### config.mk
export PLATFORM = sky130hd
export DESIGN_NAME = ex_mdu
export DESIGN_NICKNAME = d
export VERILOG_FILES = /design/src/rtl/mdu_pkg.sv /design/src/rtl/ex_mdu_div.sv /design/src/rtl/ex_mdu.sv
export SDC_FILE = /design/constraint.sdc
export NUM_CORES = 1
export LEC_CHECK = 0
export CORE_UTILIZATION = 35
export CTS_CLUSTER_DIAMETER = 150
export DETAILED_ROUTE_END_ITERATION = 16
export PLACE_DENSITY = 0.61
export SYNTH_ARGS = -nofsm -noshare
export SYNTH_HDL_FRONTEND = slang
export SYNTH_SLANG_ARGS = --single-unit
### constraint.sdc
create_clock -name clk -period 11.5 [get_ports clk]
set_input_delay 2.875 -clock clk [delete_from_list [all_inputs] [get_ports clk]]
set_output_delay 2.875 -clock clk [all_outputs]
set_load 0.05 [all_outputs]
### src/rtl/mdu_pkg.sv
// Shared MDU definitions: operation codes, FSM states and a small decode helper.
package mdu_pkg;

  typedef enum logic [2:0] {
    MDU_NOP   = 3'd0,
    MDU_MULT  = 3'd1,
    MDU_MULTU = 3'd2,
    MDU_DIV   = 3'd3,
    MDU_DIVU  = 3'd4,
    MDU_MTHI  = 3'd5,
    MDU_MTLO  = 3'd6
  } mdu_op_e;

  typedef enum logic [1:0] {
    ST_IDLE,
    ST_MUL,
    ST_DIV,
    ST_FIN
  } mdu_state_e;

  function automatic logic op_is_signed(input mdu_op_e op);
    return (op == MDU_MULT) || (op == MDU_DIV);
  endfunction

endpackage

### src/rtl/ex_mdu_div.sv
// Restoring divider on unsigned magnitudes, one quotient bit per enabled step.
// o_quot/o_rem present the result of the step taken on the coming edge.
module ex_mdu_div
  #(parameter int WIDTH = 32)
  (
    input  logic             clk,
    input  logic             rst,
    input  logic             i_load,
    input  logic             i_step,
    input  logic [WIDTH-1:0] i_dividend,
    input  logic [WIDTH-1:0] i_divisor,
    output logic [WIDTH-1:0] o_quot,
    output logic [WIDTH-1:0] o_rem
  );

  logic [WIDTH-1:0] r_rem;
  logic [WIDTH-1:0] r_quo;
  logic [WIDTH-1:0] r_dvs;
  logic [WIDTH:0]   w_shift;
  logic [WIDTH:0]   w_diff;

  // Partial remainder stays below the divisor, so bit WIDTH of w_diff is a clean borrow flag.
  always_comb begin
    w_shift = {r_rem, r_quo[WIDTH-1]};
    w_diff  = w_shift - {1'b0, r_dvs};
    if (!w_diff[WIDTH]) begin
      o_rem  = w_diff[WIDTH-1:0];
      o_quot = {r_quo[WIDTH-2:0], 1'b1};
    end else begin
      o_rem  = w_shift[WIDTH-1:0];
      o_quot = {r_quo[WIDTH-2:0], 1'b0};
    end
  end

  always_ff @(posedge clk) begin
    if (rst) begin
      r_rem <= '0;
      r_quo <= '0;
      r_dvs <= '0;
    end else if (i_load) begin
      r_rem <= '0;
      r_quo <= i_dividend;
      r_dvs <= i_divisor;
    end else if (i_step) begin
      r_rem <= o_rem;
      r_quo <= o_quot;
    end
  end

endmodule

### src/rtl/ex_mdu.sv
// Multiply/divide unit with architectural HI/LO registers.
// Optional macro MDU_FAST_MUL_EN: single-cycle combinational multiply instead of shift-add.
module ex_mdu
  import mdu_pkg::*;
  #(parameter int WIDTH = 32)
  (
    input  logic             clk,
    input  logic             rst,
    input  logic [2:0]       mdu_op,
    input  logic             start,
    input  logic             flush,
    input  logic [WIDTH-1:0] src_a,
    input  logic [WIDTH-1:0] src_b,
    output logic             busy,
    output logic             done,
    output logic [WIDTH-1:0] hi,
    output logic [WIDTH-1:0] lo
  );

  localparam int CW = $clog2(WIDTH);
  localparam logic [CW-1:0] LAST = CW'(WIDTH - 1);

  mdu_state_e r_state, w_state_nxt;
  mdu_op_e    w_op;

  logic [CW-1:0]      r_cnt;
  logic               r_mt_done;
  logic [2*WIDTH-1:0] r_mcand;
  logic [WIDTH-1:0]   r_mplier;
  logic [2*WIDTH-1:0] r_acc;
  logic               r_pneg;
  logic               r_qneg;
  logic               r_rneg;
  logic               r_dz;

  logic               w_is_mul, w_is_div, w_a_neg, w_b_neg, w_last, w_div_load, w_div_step;
  logic [WIDTH-1:0]   w_a_mag, w_b_mag, w_quo_mag, w_rem_mag, w_div_quo, w_div_rem;
  logic [2*WIDTH-1:0] w_acc_nxt, w_mul_res;
`ifdef MDU_FAST_MUL_EN
  logic [2*WIDTH-1:0] w_fast_mag, w_fast_prod;
`endif

  assign w_op     = mdu_op_e'(mdu_op);
  assign w_is_mul = (w_op == MDU_MULT) || (w_op == MDU_MULTU);
  assign w_is_div = (w_op == MDU_DIV)  || (w_op == MDU_DIVU);
  assign w_a_neg  = op_is_signed(w_op) && src_a[WIDTH-1];
  assign w_b_neg  = op_is_signed(w_op) && src_b[WIDTH-1];
  assign w_a_mag  = w_a_neg ? -src_a : src_a;
  assign w_b_mag  = w_b_neg ? -src_b : src_b;
  assign w_last   = (r_cnt == LAST);

  assign busy = (r_state != ST_IDLE);
  assign done = (r_state == ST_FIN) || r_mt_done;

  // Shift-add: the step on the final edge is folded in before the sign is applied.
  assign w_acc_nxt = r_acc + (r_mplier[0] ? r_mcand : '0);
  assign w_mul_res = r_pneg ? -w_acc_nxt : w_acc_nxt;

`ifdef MDU_FAST_MUL_EN
  assign w_fast_mag  = {{WIDTH{1'b0}}, w_a_mag} * {{WIDTH{1'b0}}, w_b_mag};
  assign w_fast_prod = (w_a_neg ^ w_b_neg) ? -w_fast_mag : w_fast_mag;
`endif

  assign w_div_load = (r_state == ST_IDLE) && start && !flush && w_is_div;
  assign w_div_step = (r_state == ST_DIV) && !flush;

  ex_mdu_div #(.WIDTH(WIDTH)) u_div (
    .clk        (clk),
    .rst        (rst),
    .i_load     (w_div_load),
    .i_step     (w_div_step),
    .i_dividend (w_a_mag),
    .i_divisor  (w_b_mag),
    .o_quot     (w_quo_mag),
    .o_rem      (w_rem_mag)
  );

  // Divide by zero forces an all-ones quotient; the remainder already equals the dividend.
  assign w_div_quo = r_dz ? '1 : (r_qneg ? -w_quo_mag : w_quo_mag);
  assign w_div_rem = r_rneg ? -w_rem_mag : w_rem_mag;

  always_ff @(posedge clk) begin
    if (rst) r_state <= ST_IDLE;
    else     r_state <= w_state_nxt;
  end

  always_comb begin
    w_state_nxt = r_state;
    if (flush) begin
      w_state_nxt = ST_IDLE;
    end else begin
      case (r_state)
        ST_IDLE: begin
          if (start && w_is_mul) begin
`ifdef MDU_FAST_MUL_EN
            w_state_nxt = ST_FIN;
`else
            w_state_nxt = ST_MUL;
`endif
          end else if (start && w_is_div) begin
            w_state_nxt = ST_DIV;
          end
        end
        ST_MUL:  if (w_last) w_state_nxt = ST_FIN;
        ST_DIV:  if (w_last) w_state_nxt = ST_FIN;
        ST_FIN:  w_state_nxt = ST_IDLE;
        default: w_state_nxt = ST_IDLE;
      endcase
    end
  end

  always_ff @(posedge clk) begin
    if (rst) begin
      hi        <= '0;
      lo        <= '0;
      r_cnt     <= '0;
      r_mt_done <= 1'b0;
      r_mcand   <= '0;
      r_mplier  <= '0;
      r_acc     <= '0;
      r_pneg    <= 1'b0;
      r_qneg    <= 1'b0;
      r_rneg    <= 1'b0;
      r_dz      <= 1'b0;
    end else begin
      r_mt_done <= 1'b0;
      if (!flush) begin
        case (r_state)
          ST_IDLE: begin
            if (start) begin
              case (w_op)
                MDU_MTHI: begin
                  hi        <= src_a;
                  r_mt_done <= 1'b1;
                end
                MDU_MTLO: begin
                  lo        <= src_a;
                  r_mt_done <= 1'b1;
                end
                MDU_MULT, MDU_MULTU: begin
                  r_mcand  <= {{WIDTH{1'b0}}, w_a_mag};
                  r_mplier <= w_b_mag;
                  r_acc    <= '0;
                  r_pneg   <= w_a_neg ^ w_b_neg;
                  r_cnt    <= '0;
`ifdef MDU_FAST_MUL_EN
                  {hi, lo} <= w_fast_prod;
`endif
                end
                MDU_DIV, MDU_DIVU: begin
                  r_qneg <= w_a_neg ^ w_b_neg;
                  r_rneg <= w_a_neg;
                  r_dz   <= (src_b == '0);
                  r_cnt  <= '0;
                end
                default: ;
              endcase
            end
          end
          ST_MUL: begin
            r_acc    <= w_acc_nxt;
            r_mcand  <= r_mcand << 1;
            r_mplier <= r_mplier >> 1;
            r_cnt    <= r_cnt + 1'b1;
            if (w_last) {hi, lo} <= w_mul_res;
          end
          ST_DIV: begin
            r_cnt <= r_cnt + 1'b1;
            if (w_last) begin
              hi <= w_div_rem;
              lo <= w_div_quo;
            end
          end
          default: ;
        endcase
      end
    end
  end

endmodule
**Word level (Yosys, flattened, before mapping)**

Cells that the tools add are included.

- Bits in registers: 332
- Input port bits: 71
- Output and inout port bits: 66
- Word-level logic and storage cells: 119

- Add/subtract/negate cells: 8
- Equal/unequal tests: 19
- Multiplexer cells: 38
- Bitwise logic cells: 4
- Reductions and logical operators: 35

Operator list:

| kind | number |
|---|---|
| two-way mux 32 bit | 18 |
| two-way mux 64 bit | 6 |
| one-hot mux 64 bit (2 select lines) | 2 |
| one-hot mux 32 bit (3 select lines) | 2 |
| negator 32 bit | 4 |
| adder 64 bit | 1 |
| negator 64 bit | 1 |
| one-hot mux 32 bit (2 select lines) | 1 |
| subtractor 33 x 32 -> 33 bit | 1 |
| zero test 32 bit | 1 |
| AND reduction 4 bit | 4 |
| AND reduction 6 bit | 2 |
| OR reduction 2 bit | 6 |
| two-way mux 5 bit | 2 |
| one-hot mux 5 bit (2 select lines) | 1 |
| == test 3 bit, second input constant | 3 |
| logical AND 1 bit | 8 |
| != test 2 x 1 -> 1 bit, second input constant | 4 |
| != test 2 bit, second input constant | 4 |
| nonzero test 2 bit | 4 |
| OR reduction 4 bit | 2 |
| == test 3 x 2 -> 1 bit, second input constant | 2 |
| two-way mux 2 bit | 3 |
| one-hot mux 2 bit (3 select lines) | 1 |
| 14 further kinds | 21 |

**Logic depth before layout (Yosys ltp)**

- Word-level depth: 7
- Gate-level depth with buffers: 26
- Depth with buffers taken out: 22

**Cells and area by module**

A second synthesis with hierarchy kept.

- Cells, all modules: 3351
- Area, all modules: 25406.9 um^2

By module, submodules not included:

| module | instances | cells each | area each (um^2) | seq. area each (um^2) |
|---|---|---|---|---|
| ex_mdu | 1 | 2542 | 18956.9 | 4724.5 |
| ex_mdu_div | 1 | 809 | 6449.9 | 1921.8 |

**Worst setup path before layout**

No wires, ideal clock.

- Path kind: reg2reg
- Start point: reg u_div.r_quo[31]
- End point: reg lo[26]
- Setup time: 0.070 ns
- Arrival: 5.537 ns
- Required time: 11.430 ns
- Path slack: 5.892 ns
- Cell stages (with the launch flop): 27
- Buffers on the path: 4
- Period minus slack after synthesis: 5.608 ns
- Cells stage by stage: dfxtp_1 inv_1 ha_1 inv_1 fa_1 a211oi_1 o211a_1 nor3_1 o211a_1 nor3_1 nor2_1 buf_2 inv_1 clkbuf_1 buf_1 clkbuf_1 ha_1 nand2b_1 or2_2 or2_2 or2_2 nand3b_1 o31ai_1 xnor2_1 o21ai_0 a311o_1 a21oi_1

- Word-level cells in the longest chain between the ends: 7

Ends and longest elaborated chain:

| what | RTL line | source |
|---|---|---|
| start: declaration | ex_mdu_div.sv:17 | `logic [WIDTH-1:0] r_quo;` |
| start signal: assignment | ex_mdu_div.sv:42 | `r_quo <= i_dividend;` |
| start signal: assignment | ex_mdu_div.sv:46 | `r_quo <= o_quot;` |
| subtractor 33 x 32 -> 33 bit | ex_mdu_div.sv:25 | `w_diff = w_shift - {1'b0, r_dvs};` |
| two-way mux 1 bit | ex_mdu_div.sv:26 | `if (!w_diff[WIDTH]) begin` |
| negator 32 bit | ex_mdu.sv:79 | `assign w_div_quo = r_dz ? '1 : (r_qneg ? -w_quo_mag : w_quo_mag);` |
| two-way mux 32 bit (2 in a row) | ex_mdu.sv:79 |  |
| two-way mux 32 bit | ex_mdu.sv:169 | `if (w_last) begin` |
| one-hot mux 32 bit (3 select lines) | ex_mdu.sv:128 | `case (r_state)` |
| end signal: assignment | ex_mdu.sv:137 | `lo <= src_a;` |
| end signal: assignment | ex_mdu.sv:165 | `if (w_last) {hi, lo} <= w_mul_res;` |
| end signal: assignment | ex_mdu.sv:171 | `lo <= w_div_quo;` |
| end: declaration | ex_mdu.sv:17 | `output logic [WIDTH-1:0] lo` |

Every way passes these cells. The select of a mux whose other input is x is not followed.
A chain may end at the register's enable or synchronous reset.

**Final worst setup path**

- Start point: reg r_mplier[0]
- End point: reg hi[25]

- Word-level cells in the longest chain between the ends: 6

Ends and longest elaborated chain:

| what | RTL line | source |
|---|---|---|
| start: declaration | ex_mdu.sv:29 | `logic [WIDTH-1:0] r_mplier;` |
| start signal: assignment | ex_mdu.sv:142 | `r_mplier <= w_b_mag;` |
| start signal: assignment | ex_mdu.sv:163 | `r_mplier <= r_mplier >> 1;` |
| two-way mux 64 bit * | ex_mdu.sv:56 | `assign w_acc_nxt = r_acc + (r_mplier[0] ? r_mcand : '0);` |
| adder 64 bit * | ex_mdu.sv:56 |  |
| negator 64 bit | ex_mdu.sv:57 | `assign w_mul_res = r_pneg ? -w_acc_nxt : w_acc_nxt;` |
| two-way mux 64 bit * | ex_mdu.sv:57 |  |
| two-way mux 32 bit * | ex_mdu.sv:165 |  |
| one-hot mux 32 bit (3 select lines) * | ex_mdu.sv:128 |  |
| end signal: assignment | ex_mdu.sv:133 | `hi <= src_a;` |
| end signal: assignment | ex_mdu.sv:165 |  |
| end signal: assignment | ex_mdu.sv:170 | `hi <= w_div_rem;` |
| end: declaration | ex_mdu.sv:16 | `output logic [WIDTH-1:0] hi,` |

Every way passes the cells marked *; elsewhere a longest branch is shown, timed or not. The select of a mux whose other input is x is not followed.

==> results.json <==
{
  "status": "complete, no violations",
  "finalNonFillerCells": 4245,
  "hold_buffers": 0,
  "rows": 96,
  "clk_latency_ns": 0.58,
  "cp.required_ns": 11.96,
  "start_kind": "flop",
  "r2r-start": "r_mplier[0]",
  "synth_top_area_share_pct": 26.9,
  "ir_drop_uv": 88.8,
  "via_per_inst": 5.99,
  "drc_errors": 0,
  "r2r_slack_ns": 5.27,
  "syn_inst": 3311,
  "place_congestion": 1.01,
  "fin_skew_ns": 0.0145,
  "antenna_found_initial": 1,
  "ys_seq_area_share_pct": 26.9,
  "floorplan.core_area_sq_mm": 0.0692,
  "dp_hpwl_um": 70200,
  "vias": 25400,
  "routed_wl_um": 93000,
  "post-route-util_pct": 40.6,
  "die_h_um": 268,
  "syn-num-nets": 3491,
  "synth_top_area_cell": "dfxtp_1",
  "grt_pass1_wl_um": 140000,
  "critPathLaunch": "r_mplier[0]",
  "synthTopCellsByCount": "492 x nor2_1, 332 x dfxtp_1, 297 x nand2_1",
  "crit_end": "hi[25]",
  "nFillCells": 7290,
  "grt_overflow": 0,
  "setup.worst_path.class": "reg2reg",
  "drt_iter0_drc": 2850,
  "synthesis.area_sq_mm": 0.0247,
  "synthToLayoutAreaGrowth_pct": 13.8,
  "dr.pass1.iters": 8,
  "period_share_pct": 54.2,
  "drv_cap": 0,
  "clk_pin_slew_ns": 0.06,
  "avgSynthCellArea_sq_um": 7.45,
  "cts_tree": "yes",
  "synth_flop_cell": "dfxtp_1",
  "synthDistinctLibCells": 91,
  "fin_crit_ns": 6.23,
  "placedCellCount": 4171,
  "cts_setup_buffers": 0,
  "yosysMostFrequentCell": "nor2_1",
  "antenna_left": 0,
  "cts_buffer_depth": 3,
  "final_net_count": 3462,
  "r2r_end": "hi[25]",
  "rsz0062_at_grt": "false",
  "ys_warn_count": 0,
  "wl_per_cell_um": 21.9,
  "total_power_w": 0.00352,
  "whs_path_depth": 2,
  "die-area_sq_mm": 0.0716,
  "crit_arrival_ns": 6.69,
  "grt_max_degree": 167,
  "p_per_area_mw_per_mm2": 125,
  "cp_max_fo": 57,
  "relSlewSlack_pct": 27.1,
  "port_buffers": 136,
  "initial_core_util_pct": 35.7,
  "critPathCaptureType": "flop",
  "final.setup.tns_ns": 0,
  "top_level_ports": 137,
  "synth_edf_count": 0,
  "clock.fmax_ghz": 0.161,
  "track_usage_pct": 25.3,
  "antennaDiodeCount": 0,
  "layout-drive-gt1-share_pct": 5.19,
  "clockRootBuffer": "clkbuf_16",
  "grt_pass1_vias": 22800,
  "cellLeakagePower_nw": 10.5,
  "yosys_register_bits": 332,
  "ctsResizeCount": 0,
  "setup_violations": 0,
  "die_x_um": 268,
  "hold_viol": 0,
  "design_area_sq_mm": 0.0281,
  "numCtsBuffers": 40,
  "htreeDepth": 2,
  "cts_sinks": 332,
  "hold_class": "reg2reg",
  "rr_worst_depth": 16,
  "dpl-instance-area_sq_mm": 0.0266,
  "synthArstFlopShare_pct": 0,
  "report.final.slew_viol_count": 0,
  "tightest_slew_ns": 1.09,
  "synth_area_leaders": "dfxtp_1 27%, nor2_1 7.5%, xnor2_1 5.7%"
}
==> cell type report <==
| class | count | area, sq um | area share, % |
|---|---|---|---|
| clock buffer | 51 | 1130 | 4.03 |
| inverter | 79 | 297 | 1.06 |
| timing repair buffer | 164 | 1590 | 5.66 |
| tap | 931 | 1160 | 4.15 |
| clock inverter | 23 | 380 | 1.35 |
| multi-input combinational | 2665 | 16900 | 60.1 |
| sequential | 332 | 6650 | 23.7 |
==> per-layer routing <==
| layer | GRT usage (%) | vias up | wire length, um |
|---|---|---|---|
| met2 | 37.7 | 1064 | 39500 |
| met3 | 3.68 | 132 | 7920 |
| li1 | - | 12100 | - |
| met5 | 0 | - | 8 |
| met4 | 8.91 | 2 | 3110 |
| met1 | 36.7 | 12100 | 42500 |
==> registers in the layout, indices dropped and copies added, names as in the netlist <==
name,cells
u_div.r_rem,32
u_div.r_dvs,32
r_mplier,32
r_mt_done,1
r_rneg,1
r_state,2
lo,32
r_acc,64
u_div.r_quo,32
r_pneg,1
r_dz,1
r_qneg,1
r_mcand,64
hi,32
r_cnt,5
==> worst min-delay path by stage <==
stage / startpoint / endpoint / slack, ns
5_1_grt: u_div.r_dvs[0] / u_div.r_dvs[0] / 0.48
3_5_place_dp: lo[26] / lo[26] / 0.44
2_1_floorplan: u_div.r_dvs[1] / u_div.r_dvs[1] / 0.44
4_1_cts: lo[26] / lo[26] / 0.45
6_report: lo[26] / lo[26] / 0.45
3_3_place_gp: lo[26] / lo[26] / 0.44
==> worst max-delay path, stage by stage (launching register included) <==
cell,delay [ns]
dfxtp_2,0.39
buf_4,0.50
and2_1,0.24
ha_1,0.34
a21oi_1,0.36
o21ai_0,0.25
a21oi_1,0.49
o21ai_0,0.28
or4b_2,0.66
o211ai_1,0.29
nand2_1,0.16
nor4_2,0.52
nand2_1,0.46
o41ai_1,0.44
xnor2_1,0.23
a221oi_1,0.12
a2111oi_0,0.35
==> layout by cell type (no fill, tap or decap), types with 30 or more instances in the layout <==
cell,synthesis,final
a22oi_1,98,98
mux2i_1,31,31
o31ai_1,46,46
ha_1,107,104
a21oi_1,258,257
a211oi_1,84,84
inv_1,79,79
nand3_1,41,41
clkdlybuf4s50_1,0,135
clkbuf_16,0,41
nand2_1,297,295
nand4_1,42,42
nor2_1,492,489
and2_1,85,85
a222oi_1,60,60
a311oi_1,45,45
dfxtp_1,332,330
nor3_1,73,73
or3_1,30,30
a21o_1,34,34
o21ai_0,198,198
xor2_1,91,91
xnor2_1,160,160
==> kinds of logic (layout without fill, tap and decap cells) <==
family | after synthesis | after routing | share of synthesized area (%)
XOR/XNOR | 251 | 251 | 8.91
multiplexers | 33 | 33 | 1.35
adder cells (fa/ha/maj) | 109 | 109 | 5.59
buffers and inverters | 314 | 317 | 4.88
AND/OR/NAND/NOR | 1219 | 1219 | 23.0
AO/OA/AOI/OAI | 1053 | 1053 | 29.3
flip-flops | 332 | 332 | 26.9
==> metrics by stage <==
stage | worst slack [ns] | hold WS [ns]
2_1_floorplan | 5.89 | 0.436
3_3_place_gp | 5.04 | 0.440
3_5_place_dp | 5.01 | 0.443
4_1_cts | 5.41 | 0.451
5_1_grt | 4.85 | 0.483
6_report | 5.27 | 0.450
==> where the power goes <==
part,internal [W],switching [W]
sequential,0.00118,0.0000289
clock,0.000923,0.000558
combinational,0.000273,0.000557
Note: power is estimated with default switching activity, not from simulation.
